<file path="config.mk">
export PLATFORM = sky130hd
export DESIGN_NAME = order_rx
export DESIGN_NICKNAME = d
export VERILOG_FILES = /design/src/rtl/order_rx.sv
export SDC_FILE = /design/constraint.sdc
export NUM_CORES = 1
export LEC_CHECK = 0
export CAP_MARGIN = 40
export CORE_MARGIN = 3
export CORE_UTILIZATION = 45
export CTS_CLUSTER_DIAMETER = 120
export DETAILED_ROUTE_END_ITERATION = 12
export GPL_ROUTABILITY_DRIVEN = 0
export PLACE_DENSITY = 0.77
export SLEW_MARGIN = 20
export SYNTH_ARGS = -nofsm -noshare
export SYNTH_HDL_FRONTEND = slang
export SYNTH_SLANG_ARGS = --single-unit
</file>
<file path="constraint.sdc">
create_clock -name clk -period 2.2 [get_ports clk]
set_input_delay 0.44 -clock clk [delete_from_list [all_inputs] [get_ports clk]]
set_output_delay 0.44 -clock clk [all_outputs]
set_load 0.01 [all_outputs]
</file>
<file path="src/rtl/order_rx.sv">
// Order packet receiver: decodes BUY/SELL packets into a small FIFO, flags bad and dropped packets.
// Define ORDER_RX_POSITION_EN to build the saturating net-position tracker; otherwise net_position is 0.
module order_rx #(
  parameter int FIFO_DEPTH = 4,
  parameter int POS_W      = 32
) (
  input  logic                    clk,
  input  logic                    rst,
  input  logic [31:0]             order_packet,
  input  logic                    order_valid,
  output logic                    out_valid,
  input  logic                    out_ready,
  output logic                    out_side,
  output logic [15:0]             out_qty,
  output logic                    bad_opcode,
  output logic                    overflow,
  output logic [15:0]             err_cnt,
  output logic signed [POS_W-1:0] net_position
);

  localparam int PTR_W = (FIFO_DEPTH > 1) ? $clog2(FIFO_DEPTH) : 1;
  localparam int CNT_W = PTR_W + 1;
  localparam logic [15:0] OP_BUY  = 16'hB001;
  localparam logic [15:0] OP_SELL = 16'hC001;

  logic [16:0]      mem [FIFO_DEPTH];
  logic [PTR_W-1:0] rd_ptr, wr_ptr;
  logic [CNT_W-1:0] count;
  logic             is_buy, is_sell, good, bad, full, pop, push, drop;

  always_comb begin
    is_buy  = (order_packet[31:16] == OP_BUY);
    is_sell = (order_packet[31:16] == OP_SELL);
    good    = order_valid && (is_buy || is_sell) && (order_packet[15:0] != 16'd0);
    bad     = order_valid && !good;
    full    = (count == CNT_W'(FIFO_DEPTH));
    pop     = out_valid && out_ready;
    // A full FIFO still takes a push when the head leaves in the same cycle.
    push    = good && (!full || pop);
    drop    = good && full && !pop;
  end

  assign out_valid = (count != '0);
  // Head is forced to zero when empty so the outputs have a defined reset value.
  assign out_side  = out_valid ? mem[rd_ptr][16]   : 1'b0;
  assign out_qty   = out_valid ? mem[rd_ptr][15:0] : 16'd0;

  always_ff @(posedge clk) begin
    if (push) mem[wr_ptr] <= {is_sell, order_packet[15:0]};
  end

  always_ff @(posedge clk or posedge rst) begin
    if (rst) begin
      rd_ptr     <= '0;
      wr_ptr     <= '0;
      count      <= '0;
      bad_opcode <= 1'b0;
      overflow   <= 1'b0;
      err_cnt    <= 16'd0;
    end else begin
      if (push) wr_ptr <= wr_ptr + 1'b1;
      if (pop)  rd_ptr <= rd_ptr + 1'b1;
      case ({push, pop})
        2'b10:   count <= count + 1'b1;
        2'b01:   count <= count - 1'b1;
        default: count <= count;
      endcase
      bad_opcode <= bad;
      overflow   <= drop;
      if ((bad || drop) && (err_cnt != 16'hFFFF)) err_cnt <= err_cnt + 1'b1;
    end
  end

`ifdef ORDER_RX_POSITION_EN
  localparam logic signed [POS_W-1:0] POS_MAX = {1'b0, {(POS_W-1){1'b1}}};
  localparam logic signed [POS_W-1:0] POS_MIN = {1'b1, {(POS_W-1){1'b0}}};

  logic signed [POS_W:0] qty_ext, pos_sum;

  always_comb begin
    qty_ext = $signed({{(POS_W+1-16){1'b0}}, out_qty});
    pos_sum = out_side ? ({net_position[POS_W-1], net_position} - qty_ext)
                       : ({net_position[POS_W-1], net_position} + qty_ext);
  end

  always_ff @(posedge clk or posedge rst) begin
    if (rst) begin
      net_position <= '0;
    end else if (pop) begin
      // Top two bits disagree only when the result left the POS_W range.
      if (pos_sum[POS_W] != pos_sum[POS_W-1])
        net_position <= pos_sum[POS_W] ? POS_MIN : POS_MAX;
      else
        net_position <= pos_sum[POS_W-1:0];
    end
  end
`else
  assign net_position = '0;
`endif

endmodule

</file>
# ---- Word level (Yosys, flattened, before mapping)
# Memory sizes are Yosys's and may differ from the RTL's.
# Cells that the tools add are included.
dict set report totals {
  reg_bits 25
  mem_bits_rw 68
  out_inout_bits 68
  elab_cells 40
  n_memories 1
}
dict set report op_classes {
  n_addsub 5
  n_eq_ne 6
  mux 5
  reduce_logical 17
}
# memory depth width rd rd_clocked_by_memory_dff write_ports line
set mem_list {}
lappend mem_list {mem 4 17 1 0 1 26} ;# logic [16:0] mem [FIFO_DEPTH];
# operator count
set ops {}
lappend ops {{$eq A16 B16 Y1 const B} 2}
lappend ops {{$add A16 B1 Y16 const B} 1}
lappend ops {{$mux W16} 1}
lappend ops {{$ne A16 B16 Y1 const B} 1}
lappend ops {{$reduce_bool A16 Y1} 1}
lappend ops {{$logic_and A1 B1 Y1} 8}
lappend ops {{$pmux W3 S2} 1}
lappend ops {{$add A2 B1 Y2 const B} 2}
lappend ops {{$add A3 B1 Y3 const B} 1}
lappend ops {{$eq A3 B3 Y1 const B} 1}
lappend ops {{$logic_not A1 Y1} 3}
lappend ops {{$logic_or A1 B1 Y1} 3}
lappend ops {{$mux W1} 3}
lappend ops {{$reduce_bool A3 Y1} 1}
lappend ops {{$sub A3 B1 Y3 const B} 1}
lappend ops {{$eq A2 B1 Y1 const B} 1}
lappend ops {{$eq A2 B2 Y1 const B} 1}
lappend ops {{$reduce_bool A2 Y1} 1}

# ---- Logic depth before layout (Yosys ltp)
dict set report logic_depth {
  word_depth 8
  mapped_depth 12
  depth_no_buf 11
}

# ---- Least setup slack after synthesis
# OpenSTA, ideal clock, no wires.
dict set report synth_path {
  kind {input -> register}
  start {input order_packet[2]}
  end {register count[2]}
  setup_time_ps 79
  arrival_time_ps 2302
  t_required_ps 2121
  path_slack_ps -182
  stages 12
  n_path_buf 1
  cell_sequence {nor4_1 nand4_1 and3_1 and3_1 buf_2 inv_1 ha_1 inv_1 fa_1 xor2_1 nor2_1 xor2_1}
}
dict set report synth_between {
  elab_chain_len 5
  elab_cells_between_ends 7
  classes_between {eq/ne: 2; mux: 1; reduce/logical: 4}
}
# element line
set synth_lines {}
lappend synth_lines {{start, declared} 9} ;# input logic [31:0] order_packet,
lappend synth_lines {{$reduce_bool A16 Y1 (*)} 34} ;# good = order_valid && (is_buy || is_sell) && (order_packet[15:0] != 16'd0);
lappend synth_lines {{$logic_and A1 B1 Y1 (*)} 34}
lappend synth_lines {{$logic_and A1 B1 Y1 (*)} 39} ;# push = good && (!full || pop);
lappend synth_lines {{$eq A2 B1 Y1 or $eq A2 B2 Y1 (tied branches)} 63} ;# case ({push, pop})
lappend synth_lines {{$pmux W3 S2 or $reduce_bool A2 Y1 (tied branches)} n/a}
lappend synth_lines {{end signal, assigned} 64} ;# 2'b10: count <= count + 1'b1;
lappend synth_lines {{end signal, assigned} 65} ;# 2'b01: count <= count - 1'b1;
lappend synth_lines {{end signal, assigned} 66} ;# default: count <= count;
lappend synth_lines {{end, declared} 28} ;# logic [CNT_W-1:0] count;
# Every way passes the cells marked *; elsewhere a longest branch is shown, timed or not.
# A chain may end at the register's enable or synchronous reset.

# ---- Worst setup path in the final report
dict set report layout_path {
  start {register count[1]}
  end {register count[2]}
}
dict set report layout_between {
  elab_chain_len 6
  elab_cells_between_ends 12
  classes_between {add/sub: 2; eq/ne: 3; mux: 1; reduce/logical: 6}
}
# element line
set layout_lines {}
lappend layout_lines {{$eq A3 B3 Y1 or $reduce_bool A3 Y1 (tied branches)} {36, 43}}
lappend layout_lines {{$logic_not A1 Y1 or $logic_and A1 B1 Y1 (tied branches)} {39, 37}}
lappend layout_lines {{$logic_or A1 B1 Y1} 39}
lappend layout_lines {{$logic_and A1 B1 Y1} 39}
lappend layout_lines {{$eq A2 B1 Y1 or $eq A2 B2 Y1 (tied branches)} 63}
lappend layout_lines {{$pmux W3 S2 or $reduce_bool A2 Y1 (tied branches)} n/a}
# Parallel ways exist; a longest one is shown, timed or not.

==> impl_metrics.env <==
export IMPL_yosysTopAreaCell="edfxtp_1"
export IMPL_crit_reg2reg_launch="count[1]"
export IMPL_clk_path_buf_depth=2
export IMPL_hold_class="in2reg"
export IMPL_hold_ws_ns=0.361
export IMPL_nNetsFinal=424
export IMPL_clockRootBuffer="clkbuf_8"
export IMPL_slew_viol_final=0
export IMPL_synth_cells=275
export IMPL_path_buf_inv=2
export IMPL_dieHeight_um=103
export IMPL_crit_chain="or4b_4 > and3_4 > inv_2 > ha_4 > inv_2 > fa_2 > xor2_1 > nor2_1 > xor2_1"
export IMPL_synth_top_family_by_area="simple AND/OR/NAND/NOR gates"
export IMPL_vias=2481
export IMPL_min_period_ns=2.19
export IMPL_syn_area_mm2=0.00425
export IMPL_grt_pass1_wl_um=13000
export IMPL_synth_distinct_cells=36
export IMPL_synth_adder_area_share_pct=2.24
export IMPL_yosysSeqAreaShare_pct=62.8
export IMPL_rsz0062_at_grt="yes"
export IMPL_first_pass_iters=5
export IMPL_fp_coreArea_mm2=0.00893
export IMPL_post_route_period_util_pct=99.7
export IMPL_numCtsBuffers=9
export IMPL_drtIter0Drc=100
export IMPL_dieWidth_um=103
export IMPL_critPathArrivalTime_ns=2.46
export IMPL_drc_errors=0
export IMPL_cp_required_ns=2.47
export IMPL_ir_drop_v=0.000506
export IMPL_post_drt_via_cell_ratio=5.04
export IMPL_io_buffers=71
export IMPL_synth_top_area_share_pct=48.1
export IMPL_cellLeakagePower_uw=0.00223
export IMPL_status="finished clean"
export IMPL_synthMuxAreaShare_pct=9.78
export IMPL_crit_path_end_kind="flip-flop"
export IMPL_cts_tree="built"
export IMPL_place_ws_ns=-0.834
export IMPL_slowest_stage="or4b_4"
export IMPL_h_tree_depth=3
export IMPL_start_util_pct=47.5
export IMPL_setup_violations=0
export IMPL_die_area_mm2=0.0106
export IMPL_reg2reg_depth=9
export IMPL_final_setup_skew_ns=0.0174
export IMPL_drive_gt1_share_pct=34.1
export IMPL_hold_violations=0
export IMPL_grt_usage_pct=16.4
export IMPL_slowest_delay_ns=0.57
export IMPL_syn_area_per_cell_um2=15.4
export IMPL_cpLargestDelayFamily="simple AND/OR/NAND/NOR gates"
export IMPL_io_pins=104
export IMPL_fmax_ghz=0.456
export IMPL_synth_async_sr_flop_share_pct=26.9
export IMPL_yosys_area_share_xor_xnor_pct=4.33
export IMPL_synth_area_leaders="edfxtp_1, dfrtp_1, mux4_2"
export IMPL_cp_max_fo=3
export IMPL_synth_edf_count=68
export IMPL_cp_start_kind="flip-flop"
export IMPL_grt_pass1_vias=2518
export IMPL_antenna_found_initial=0
export IMPL_overflow=0
export IMPL_synth_compound_area_share_pct=0.118
export IMPL_clk_latency_ns=0.35
export IMPL_clk_pin_slew_ns=0.09
export IMPL_synth_seq_cells=93
export IMPL_yosys_most_used_dff="edfxtp_1"
export IMPL_min_delay_path_depth=1
export IMPL_detail_route_antenna_nets=0
export IMPL_max_cap_violations=0
export IMPL_powerDensity_mw_per_mm2=970
export IMPL_rows=34
export IMPL_wl_per_cell_um=16.9
export IMPL_path_class="reg2reg"
export IMPL_drt_total_wl_um=8330
export IMPL_setup_ws_ns=0.00742
export IMPL_clock_sinks=93
export IMPL_dpl_hpwl_um=5550
export IMPL_grt_max_degree=26
export IMPL_startpoint="count[1]"
export IMPL_synthSimpleGateAreaFrac_pct=12.6
export IMPL_worstHoldStart="order_packet[13]"
export IMPL_syn_to_final_growth_pct=28.9
export IMPL_yosysWarnings=0
export IMPL_worstSetupPathDepth=9
export IMPL_diodes=0
==> layout make-up <==
type	instances	area, µm²
clock inverter	5	61.3
fill	682	3460
tap	108	135
clock buffer	9	124
sequential	93	2670
timing repair buffer	106	950
multi-input combinational	161	1500
inverter	10	37.5
==> cells in the mapped netlist, types with 4 or more instances <==
cell	instances
buf_4	33
nor3_1	4
clkbuf_1	4
and3_1	4
mux4_2	17
xor2_1	17
nand2_1	7
xnor2_1	4
nand4_1	6
edfxtp_1	68
and2_1	22
nor2_1	4
nand3_1	7
inv_1	10
nor4_1	10
dfrtp_1	25
ha_1	6
==> per-stage QoR <==
step	instance area, µm²	TNS, ns	util [%]	total power (µW)	cells
global route	5470	-0.261	61.3	5600	492
floorplan	4420	-0.0990	-	3210	306
global placement	5190	-44.54	58.1	4090	471
detailed placement	5190	-45.88	58.1	4140	471
finish	5470	0	61.3	5310	492
CTS	5440	-0.211	60.9	5310	491
==> path summary, 6_finish.rpt <==
| check | to | slack (ns) |
|---|---|---|
| worst min-delay path | mem[2][13] | 0.36 |
| worst max register to register | count[2] | 0.007 |
| min in group asynchronous | err_cnt[4] | 0.44 |
| worst min register to register | count[2] | 0.51 |
| worst max-delay path | count[2] | 0.007 |
| max in group asynchronous | rd_ptr[0] | 1.48 |
==> kinds of logic after synthesis <==
family | count (synthesis)
AO/OA/AOI/OAI | 1
other | 1
AND/OR/NAND/NOR | 80
flip-flops | 93
buffers and inverters | 52
multiplexers | 20
XOR/XNOR | 21
adder cells (fa/ha/maj) | 7
==> layout by cell type (no fill, tap or decap), drive strengths merged, types with 4 or more instances in the layout <==
| cell | Yosys | routed |
|---|---|---|
| dlymetal6s2s | 0 | 7 |
| nor3 | 4 | 4 |
| xor2 | 17 | 17 |
| clkbuf | 4 | 18 |
| and3 | 4 | 4 |
| nand3 | 7 | 7 |
| inv | 10 | 11 |
| nand4 | 6 | 6 |
| dfrtp | 25 | 25 |
| ha | 6 | 6 |
| edfxtp | 68 | 68 |
| buf | 38 | 52 |
| nor2 | 4 | 4 |
| dlygate4sd2 | 0 | 13 |
| conb | 1 | 32 |
| clkdlybuf4s50 | 0 | 23 |
| and2 | 22 | 22 |
| nor4 | 15 | 15 |
| xnor2 | 4 | 4 |
| mux4 | 17 | 17 |
| nand2 | 7 | 7 |
==> sequential cells by signal, indices dropped and copies added, names as in the netlist <==
| name | count |
|---|---|
| count | 3 |
| bad_opcode | 1 |
| mem | 68 |
| rd_ptr | 2 |
| wr_ptr | 2 |
| overflow | 1 |
| err_cnt | 16 |
==> metal layers <==
metal	part of all wire [%]	wire, µm	vias to the layer above	global-route usage [%]
li1	-	-	1162	-
met1	44	3650	1249	21.7
met2	51	4260	66	27.5
met3	4.2	353	4	3.99
met4	0.77	64	0	4.18
met5	0	0	-	0
==> what timing repair did <==
| action | in CTS | in global routing |
|---|---|---|
| buffers inserted | 5 | 3 |
| resized for setup | 122 | 40 |
| cloned | 1 | 0 |
| pin swaps | 18 | 13 |
| setup endpoints to repair | 88 | 57 |
| hold buffers | 0 | 0 |
==> where the power goes <==
group / leakage [µW] / internal [µW] / switching, µW / total (µW)
combinational: 0.00122 / 1220 / 828 / 2050
clock: 0.0000917 / 519 / 585 / 1100
sequential: 0.000920 / 2000 / 154 / 2150
Power figures use the tool's default switching activity.
